===== src/rtl/lif_stdp_pkg.sv =====
// Shared FSM state type and saturating arithmetic helpers for the LIF/STDP layer.
package lif_stdp_pkg;

   typedef enum logic [2:0] {IDLE, ACCUM, FIRE, LEARN, DONE} state_t;

   function automatic logic [31:0] sat_inc(input logic [31:0] x, input logic [31:0] max_v);
      return (x >= max_v) ? max_v : x + 32'd1;
   endfunction

   function automatic logic [31:0] sat_dec(input logic [31:0] x);
      return (x == 32'd0) ? 32'd0 : x - 32'd1;
   endfunction

   function automatic logic [31:0] sat_add(input logic [31:0] a, input logic [31:0] b,
                                           input logic [31:0] max_v);
      logic [32:0] s;
      s = {1'b0, a} + {1'b0, b};
      return (s > {1'b0, max_v}) ? max_v : s[31:0];
   endfunction

endpackage


===== src/rtl/lif_stdp_layer_syn.sv =====
// Next-weight rule for one synapse: LTP on a post spike with a live pre trace,
// otherwise LTD on a pre spike with a live post trace. Clamped, never wraps.
module stdp_syn_update
   import lif_stdp_pkg::*;
#(
   parameter int unsigned W_W = 6,
   parameter int unsigned T_W = 2
)(
   input  logic [W_W-1:0] w_i,
   input  logic           pre_i,
   input  logic [T_W-1:0] pre_trace_i,
   input  logic           post_spk_i,
   input  logic [T_W-1:0] post_trace_i,
   input  logic           learn_en_i,
   output logic [W_W-1:0] w_o
);
   localparam int unsigned W_MAX = 2**W_W - 1;

   always_comb begin
      w_o = w_i;
      if (learn_en_i) begin
         if (post_spk_i && (pre_trace_i != '0))
            w_o = W_W'(sat_inc(32'(w_i), W_MAX));
         else if (pre_i && (post_trace_i != '0))
            w_o = W_W'(sat_dec(32'(w_i)));
      end
   end

endmodule


===== src/rtl/lif_stdp_layer.sv =====
// Single LIF neuron with N_IN trace-STDP synapses, one synapse per cycle.
// Optional adaptive threshold: define LIF_ADAPT_THRESH_EN.
module lif_stdp_layer
   import lif_stdp_pkg::*;
#(
   parameter int unsigned N_IN       = 4,
   parameter int unsigned V_W        = 8,
   parameter int unsigned W_W        = 6,
   parameter int unsigned W_INIT     = 16,
   parameter int unsigned THRESH     = 64,
   parameter int unsigned LEAK_SHIFT = 3,
   parameter int unsigned REFRAC     = 2,
   parameter int unsigned TRACE_MAX  = 3
)(
   input  logic                    clk,
   input  logic                    rst_n,
   input  logic                    ena,
   input  logic                    step_valid,
   output logic                    step_ready,
   input  logic [N_IN-1:0]         pre_spk_i,
   input  logic [V_W-1:0]          i_ext,
   input  logic                    learn_en,
   input  logic [$clog2(N_IN)-1:0] w_sel,
   output logic [W_W-1:0]          w_o,
   output logic [V_W-1:0]          v_mem_o,
   output logic                    post_spk_o,
   output logic                    step_done
);
   localparam int unsigned IDX_W = $clog2(N_IN);
   localparam int unsigned ACC_W = W_W + IDX_W;
   localparam int unsigned T_W   = $clog2(TRACE_MAX + 1);
   localparam int unsigned R_W   = $clog2(REFRAC + 2);
   localparam int unsigned V_MAX = 2**V_W - 1;

   state_t                     state_q, state_d;
   logic [IDX_W-1:0]           idx_q, idx_d;
   logic [ACC_W-1:0]           acc_q, acc_d;
   logic [V_W-1:0]             v_q, v_d, iext_q, iext_d;
   logic [N_IN-1:0]            pre_q, pre_d;
   logic                       learn_q, learn_d, spiked_q, spiked_d;
   logic [N_IN-1:0][W_W-1:0]   w_q, w_d;
   logic [N_IN-1:0][T_W-1:0]   pre_trace_q, pre_trace_d;
   logic [T_W-1:0]             post_trace_q, post_trace_d;
   logic [R_W-1:0]             refrac_q, refrac_d;
   logic [W_W-1:0]             w_upd;
   logic [V_W-1:0]             v_leak, vn;
   logic [V_W:0]               thr;
   logic                       last;

`ifdef LIF_ADAPT_THRESH_EN
   logic [V_W:0] thr_q, thr_d;
   assign thr = thr_q;
`else
   assign thr = (V_W+1)'(THRESH);
`endif

   assign last   = (idx_q == IDX_W'(N_IN - 1));
   assign v_leak = v_q - (v_q >> LEAK_SHIFT);
   assign vn     = V_W'(sat_add(32'(v_leak), 32'(acc_q) + 32'(iext_q), V_MAX));

   stdp_syn_update #(.W_W(W_W), .T_W(T_W)) u_syn (
      .w_i         (w_q[idx_q]),
      .pre_i       (pre_q[idx_q]),
      .pre_trace_i (pre_trace_q[idx_q]),
      .post_spk_i  (spiked_q),
      .post_trace_i(post_trace_q),
      .learn_en_i  (learn_q),
      .w_o         (w_upd)
   );

   always_comb begin
      state_d      = state_q;
      idx_d        = idx_q;
      acc_d        = acc_q;
      v_d          = v_q;
      iext_d       = iext_q;
      pre_d        = pre_q;
      learn_d      = learn_q;
      spiked_d     = spiked_q;
      w_d          = w_q;
      pre_trace_d  = pre_trace_q;
      post_trace_d = post_trace_q;
      refrac_d     = refrac_q;
`ifdef LIF_ADAPT_THRESH_EN
      thr_d        = thr_q;
`endif
      case (state_q)
         IDLE: if (step_valid) begin
            state_d = ACCUM;
            idx_d   = '0;
            acc_d   = '0;
            pre_d   = pre_spk_i;
            iext_d  = i_ext;
            learn_d = learn_en;
         end
         ACCUM: begin
            if (pre_q[idx_q]) acc_d = acc_q + ACC_W'(w_q[idx_q]);
            pre_trace_d[idx_q] = pre_q[idx_q] ? T_W'(TRACE_MAX)
                                              : T_W'(sat_dec(32'(pre_trace_q[idx_q])));
            idx_d   = last ? '0 : idx_q + IDX_W'(1);
            if (last) state_d = FIRE;
         end
         FIRE: begin
            state_d  = LEARN;
            spiked_d = 1'b0;
            if (refrac_q != '0) begin
               // Refractory: membrane clamped, threshold left alone.
               v_d          = '0;
               refrac_d     = refrac_q - R_W'(1);
               post_trace_d = T_W'(sat_dec(32'(post_trace_q)));
            end else if ({1'b0, vn} >= thr) begin
               v_d          = '0;
               spiked_d     = 1'b1;
               refrac_d     = R_W'(REFRAC);
               post_trace_d = T_W'(TRACE_MAX);
`ifdef LIF_ADAPT_THRESH_EN
               if (thr_q < (V_W+1)'(THRESH + 15)) thr_d = thr_q + (V_W+1)'(1);
`endif
            end else begin
               v_d          = vn;
               post_trace_d = T_W'(sat_dec(32'(post_trace_q)));
`ifdef LIF_ADAPT_THRESH_EN
               if (thr_q > (V_W+1)'(THRESH)) thr_d = thr_q - (V_W+1)'(1);
`endif
            end
         end
         LEARN: begin
            w_d[idx_q] = w_upd;
            idx_d      = last ? '0 : idx_q + IDX_W'(1);
            if (last) state_d = DONE;
         end
         DONE:    state_d = IDLE;
         default: state_d = IDLE;
      endcase
   end

   always_ff @(posedge clk) begin
      if (!rst_n) begin
         state_q      <= IDLE;
         idx_q        <= '0;
         acc_q        <= '0;
         v_q          <= '0;
         iext_q       <= '0;
         pre_q        <= '0;
         learn_q      <= 1'b0;
         spiked_q     <= 1'b0;
         for (int i = 0; i < N_IN; i++) w_q[i] <= W_W'(W_INIT);
         pre_trace_q  <= '0;
         post_trace_q <= '0;
         refrac_q     <= '0;
`ifdef LIF_ADAPT_THRESH_EN
         thr_q        <= (V_W+1)'(THRESH);
`endif
      end else if (ena) begin
         state_q      <= state_d;
         idx_q        <= idx_d;
         acc_q        <= acc_d;
         v_q          <= v_d;
         iext_q       <= iext_d;
         pre_q        <= pre_d;
         learn_q      <= learn_d;
         spiked_q     <= spiked_d;
         w_q          <= w_d;
         pre_trace_q  <= pre_trace_d;
         post_trace_q <= post_trace_d;
         refrac_q     <= refrac_d;
`ifdef LIF_ADAPT_THRESH_EN
         thr_q        <= thr_d;
`endif
      end
   end

   assign step_ready = (state_q == IDLE);
   assign step_done  = (state_q == DONE);
   assign post_spk_o = (state_q == DONE) && spiked_q;
   assign v_mem_o    = v_q;
   assign w_o        = w_q[w_sel];

endmodule


===== config.mk =====
export PLATFORM = sky130hd
export DESIGN_NAME = lif_stdp_layer
export DESIGN_NICKNAME = d
export VERILOG_FILES = /design/src/rtl/lif_stdp_pkg.sv /design/src/rtl/lif_stdp_layer_syn.sv /design/src/rtl/lif_stdp_layer.sv
export SDC_FILE = /design/constraint.sdc
export NUM_CORES = 1
export LEC_CHECK = 0
export ABC_AREA = 1
export BUFFER_PORTS_ARGS = -buffer_cell sky130_fd_sc_hd__buf_2
export CORE_AREA = 2 2 93 95
export DETAILED_ROUTE_END_ITERATION = 16
export DIE_AREA = 0 0 95 97
export PLACE_DENSITY = 0.78
export SYNTH_ARGS = -nofsm -noshare
export SYNTH_HDL_FRONTEND = slang
export SYNTH_SLANG_ARGS = --single-unit

===== constraint.sdc =====
create_clock -name clk -period 4.6 [get_ports clk]
set_clock_uncertainty 0.1 [all_clocks]
set_input_delay 0.23 -clock clk [delete_from_list [all_inputs] [get_ports clk]]
set_output_delay 0.23 -clock clk [all_outputs]
set_load 0.03 [all_outputs]

== Word-level counts from Yosys, hierarchy flattened ==
Cells that the tools add are included.

* Flip-flop bits (word level): 71
* Input port bits: 19
* Logic and storage cells: 107

* $add $sub $neg: 10
* $lt $le $gt $ge: 6
* Equal/unequal tests: 9
* Multiplexer cells: 41
* Reductions and logical operators: 23

{| class="wikitable"
|+ Operators with widths
! kind !! number
|-
| 2-to-1 mux 6 bit || 8
|-
| 2-to-1 mux 8 bit || 5
|-
| binary-select mux 6 bit (select 2 bit) || 2
|-
| bitwise mux 24 bit || 1
|-
| 2-to-1 mux 2 bit || 11
|-
| case mux 8 bit (2 select lines) || 1
|-
| demux 6 bit (select 2 bit) || 1
|-
| case mux 3 bit (4 select lines) || 1
|-
| nonzero test 2 bit || 6
|-
| adder 8 x 9 -> 10 bit || 1
|-
| greater-than comparator 10 x 8 -> 1 bit, second input constant || 1
|-
| adder 8 x 8 -> 9 bit || 1
|-
| 2-to-1 mux 3 bit || 3
|-
| AND reduction 3 bit || 3
|-
| adder 8 x 6 -> 8 bit || 1
|-
| bitwise mux 8 bit || 1
|-
| greater-or-equal comparator 8 x 7 -> 1 bit, second input constant || 1
|-
| AND reduction 4 bit || 2
|-
| subtractor 8 x 5 -> 8 bit || 1
|-
| adder 6 x 1 -> 6 bit, second input constant || 1
|-
| equality test 3 x 2 -> 1 bit, second input constant || 2
|-
| greater-or-equal comparator 6 bit, second input constant || 1
|-
| logical NOT 6 bit || 1
|-
| less-than comparator 2 x 3 -> 1 bit, second input constant || 2
|-
| other kinds (19) || 31
|}

== Logic depth before layout (Yosys ltp) ==
* Depth in word-level cells: 8
* Mapped depth: 21
* Depth with buffers taken out: 21

== Hierarchy ==
A second synthesis with hierarchy kept.

* Cell total of the unflattened synthesis: 694
* Area total of the unflattened synthesis: 4708.3 um^2

{| class="wikitable"
|+ Modules (own cells, without submodules)
! module !! instances !! cells each !! area an instance (um^2) !! sequential area each (um^2)
|-
| lif_stdp_layer || 1 || 601 || 4236.6 || 1421.4
|-
| stdp_syn_update || 1 || 93 || 471.7 || 0.0
|}

== Least setup slack after synthesis ==
No wires, ideal clock.

* Path kind: reg2reg
* Start: register v_q[3] (netlist: v_mem_o[3])
* End: register refrac_q[0]
* Library setup time: 115 ps
* Arrival: 3358 ps
* Setup slack: 1027 ps
* Stages on the path, launching flop included: 18
* Buffers on the path: 0
* Cell sequence: dfxtp_1 -> ha_1 -> inv_1 -> fa_1 -> a31oi_1 -> o21ai_0 -> xor2_1 -> fa_1 -> inv_1 -> ha_1 -> nand2_1 -> inv_1 -> nand2_1 -> nand3_1 -> o21ai_0 -> nand4_1 -> a21oi_1 -> nor2_1

* Word-level cells in the longest chain between the ends: 7

{| class="wikitable"
|+ Ends and longest elaborated chain
! element !! line !! text
|-
| from (decl) || lif_stdp_layer.sv:38 || <nowiki>logic [V_W-1:0] v_q, v_d, iext_q, iext_d;</nowiki>
|-
| from (signal assigned) || lif_stdp_layer.sv:158 || <nowiki>v_q <= v_d;</nowiki>
|-
| subtractor 8 x 5 -> 8 bit * || lif_stdp_layer.sv:58 || <nowiki>assign v_leak = v_q - (v_q >> LEAK_SHIFT);</nowiki>
|-
| adder 8 x 9 -> 10 bit * || lif_stdp_pkg.sv:17 || <nowiki>s = {1'b0, a} + {1'b0, b};</nowiki>
|-
| greater-than comparator 10 x 8 -> 1 bit || lif_stdp_pkg.sv:18 || <nowiki>return (s > {1'b0, max_v}) ? max_v : s[31:0];</nowiki>
|-
| 2-to-1 mux 8 bit * || lif_stdp_pkg.sv:18 ||
|-
| greater-or-equal comparator 8 x 7 -> 1 bit * || lif_stdp_layer.sv:111 || <nowiki>end else if ({1'b0, vn} >= thr) begin</nowiki>
|-
| nonzero test 2 bit (no line) * || n/a ||
|-
| AND reduction 3 bit (no line) * || n/a ||
|-
| to (signal assigned) || lif_stdp_layer.sv:166 || <nowiki>refrac_q <= refrac_d;</nowiki>
|-
| to (decl) || lif_stdp_layer.sv:44 || <nowiki>logic [R_W-1:0] refrac_q, refrac_d;</nowiki>
|}

Mark *: on every way between the ends. The rest lies on a longest branch, timed or not.
A chain may end at the register's enable or synchronous reset.

== Worst setup path in the final report ==
* Start: register v_q[5] (netlist: v_mem_o[5])
* End: register v_q[5] (netlist: v_mem_o[5])

* Word-level cells in the longest chain between the ends: 7

{| class="wikitable"
|+ Ends and longest elaborated chain
! element !! line !! text
|-
| subtractor 8 x 5 -> 8 bit * || lif_stdp_layer.sv:58 ||
|-
| adder 8 x 9 -> 10 bit * || lif_stdp_pkg.sv:17 ||
|-
| greater-than comparator 10 x 8 -> 1 bit || lif_stdp_pkg.sv:18 ||
|-
| 2-to-1 mux 8 bit * || lif_stdp_pkg.sv:18 ||
|-
| greater-or-equal comparator 8 x 7 -> 1 bit || lif_stdp_layer.sv:111 ||
|-
| 2-to-1 mux 8 bit * || lif_stdp_layer.sv:111 ||
|-
| 2-to-1 mux 8 bit * || lif_stdp_layer.sv:106 || <nowiki>if (refrac_q != '0) begin</nowiki>
|}

Marked as above.

==> flow_summary.yaml <==
status:
  status: "finished, final reports clean"
clocking:
  htreeDepth: 3
  clk_pin_slew_ps: 80
  ctsRootBufferMaster: "clkbuf_8"
  cts_tree: "built"
  clock_latency_ps: 350
  numCtsBuffers: 9
  clockBufferDepth: 2
  ctsResizeCount: 0
  clock_sinks: 71
  postCtsHoldBufs: 0
  postCtsSetupBuffers: 0
route:
  wl_um: 12300
  drtIter0Drc: 340
  via_per_inst: 5.60
  drtPass1Iterations: 5
  drt-wirelength-per-cell_um: 14.7
  vias: 4685
  ant_nets: 0
  route.detailed.drc: 0
hold_path:
  hold_depth: 3
  hold_start: "i_ext[1]"
  holdPathEnd: "iext_q[1]$_SDFFE_PN0P_"
  hp-class: "in2reg"
die:
  row_count: 33
  die_area_um2: 9220
  boundaryPins: 36
  core-area_um2: 8130
  die_h_um: 97
  initial_core_util_pct: 58.8
  die_x_um: 95
cells_and_area:
  n_fill_cell: 738
  drive_gt1_share_pct: 12.3
  fin_cells: 836
  n_antenna_cell: 0
  layout_commonest_cell: "nand2_1"
  syn_to_final_growth_pct: 7.90
  final_cell_mix: "152 x nand2_1, 83 x inv_1, 73 x nand3_1, 71 x dfxtp_1, 66 x a21oi_1"
  nets: 783
  design_area_um2: 5160
pwr:
  leakagePower_nw: 2.47
  vdd_ir_drop_max_uv: 198
  p_total_mw: 1.68
  power_density_nw_per_um2: 326
synthesis:
  syn_area_um2: 4780
  ys_ff_latch: 71
  synthSimpleGateAreaFrac_pct: 30.6
  syn_avg_cell_area_um2: 6.85
  synth-compound-area-share_pct: 15.5
  yosysSeqAreaShare_pct: 29.7
  synth_fa_ha_area_share_pct: 11.7
  synth_cells: 698
  muxShareOfSynthArea_pct: 0
  synthXorXnorAreaFrac_pct: 2.20
  yosysUniqueCellTypes: 38
  synth_top_family_by_area: "simple AND/OR/NAND/NOR gates"
  ys.warnings.count: 0
  synthesis.nets: 755
placement:
  io_buffers: 35
  dp_slack_ps: 827
  dp.cells: 820
  placedInstanceArea_um2: 4970
  place.gp.congestion: 0.918
  hpwlAfterDp_um: 8920
sta:
  final_max_slew_viol_count: 0
  maxSlewHeadroom_pct: 44.9
  tightest_slew_ps: 824
  period_minus_slack_ps: 3840
  hold_viol: 0
  period_share_pct: 83.5
  setup_tns_ps: 0
  setup_viol: 0
  rsz0062_at_grt: "no"
  fin_ws_ps: 757
  max_freq_mhz: 260
run:
  cap_violations: 0
grt:
  overflow: 0
  antenna_found_initial: 0
  grt_pass1_vias: 4456
  grt_use_total_pct: 28.1
  grt_pass1_wl_um: 20700
  grt_max_degree: 32
setup_path:
  r2r_start: "v_mem_o[5]$_SDFFE_PN0P_"
  critPathRequiredTime_ps: 4760
  end_kind: "flop"
  start_kind: "flop"
  path_max_fanout: 8
  worstPathArrival_ps: 4010
  r2r-end: "v_mem_o[5]$_SDFFE_PN0P_"
  rr_worst_depth: 19
  crit_type: "reg2reg"
  r2r_slack_ps: 760
-- cells in the mapped netlist, drive strengths merged --
library cell,instances,share of area (%)
nor3,4,0.42
buf,12,2.2
o211ai,2,0.31
o21a,1,0.16
o22ai,6,0.79
xnor2,3,0.55
a211oi,1,0.26
inv,89,7.0
nand2,168,14
dfxtp,71,30
o21ai,58,6.1
nand4,5,0.65
nor2,61,5.2
fa,11,4.6
nand3b,4,0.63
ha,27,7.1
clkinv,4,0.31
a21oi,67,7.2
nor4,1,0.13
clkbuf,9,0.71
xor2,9,1.6
a21boi,1,0.16
nand3,81,9.3
a31oi,3,0.39
-- worst max path at each step --
stage	from	endpoint	slack, ps	depth (start not counted)
2_1_floorplan	v_mem_o[3]$_SDFFE_PN0P_	refrac_q[0]$_SDFFE_PN0P_	1030	17
3_3_place_gp	v_mem_o[5]$_SDFFE_PN0P_	refrac_q[0]$_SDFFE_PN0P_	970	17
3_5_place_dp	v_mem_o[5]$_SDFFE_PN0P_	v_mem_o[5]$_SDFFE_PN0P_	830	19
4_1_cts	v_mem_o[5]$_SDFFE_PN0P_	v_mem_o[5]$_SDFFE_PN0P_	800	19
5_1_grt	v_mem_o[5]$_SDFFE_PN0P_	v_mem_o[0]$_SDFFE_PN0P_	440	19
6_report	v_mem_o[5]$_SDFFE_PN0P_	v_mem_o[5]$_SDFFE_PN0P_	760	19
-- worst max-delay path, stage by stage (launching register included) --
cell	delay [ps]
dfxtp_1	440
inv_1	100
ha_1	350
a21oi_1	150
nand2_1	90
nand2_1	60
nand2_1	50
a21oi_1	200
nand3_1	130
xor2_1	190
fa_1	440
ha_1	390
a21oi_1	170
o21a_1	170
nand3_1	100
nand2_2	150
nand3_1	120
inv_2	130
nand3_1	80
a21oi_1	140
-- layer usage --
layer | up-vias | wire length (µm) | GRT usage, %
met3 | 19 | 744 | 4.44
met1 | 2170 | 5560 | 38.4
met5 | - | 0 | 0
met4 | 0 | 133 | 7.92
li1 | 2331 | - | -
met2 | 165 | 5830 | 45.5
-- logic make-up (layout without fill, tap and decap cells) --
group | Yosys count | in the layout
buf+inv | 114 | 147
xor+xnor | 12 | 12
flops | 71 | 71
simple gates | 324 | 324
compound gates | 139 | 139
fa+ha+maj | 38 | 38
-- where the power goes --
part / total [mW] / switching [mW] / internal (mW) / leakage (nW)
clock: 0.500 / 0.249 / 0.251 / 0.0895
sequential: 0.674 / 0.0322 / 0.642 / 0.575
combinational: 0.508 / 0.346 / 0.162 / 1.80
-- area by class of cell --
cell class	count	area, µm²	share of cell area [%]
Tap cell	105	131	2.55
Timing Repair Buffer	38	198	3.83
Sequential cell	71	1420	27.5
Clock inverter	5	58.8	1.14
Inverter	93	352	6.81
Multi-Input combinational cell	513	2870	55.6
Clock buffer	11	131	2.55
-- metrics by stage --
stage,hold slack [ps],util (%)
4_1_cts,48.4,63.4
6_report,57.7,63.4
3_3_place_gp,353,61.1
5_1_grt,52.8,63.4
2_1_floorplan,268,-
3_5_place_dp,361,61.1
-- state kept, by name (all words and copies together), names as in the netlist --
signal	count
refrac_q	2
spiked_q	1
w_q	24
state_q	3
learn_q	1
post_trace_q	2
pre_q	4
idx_q	2
pre_trace_q	8
acc_q	8
iext_q	8
v_mem_o	8
Note: power is estimated with default switching activity, not from simulation.
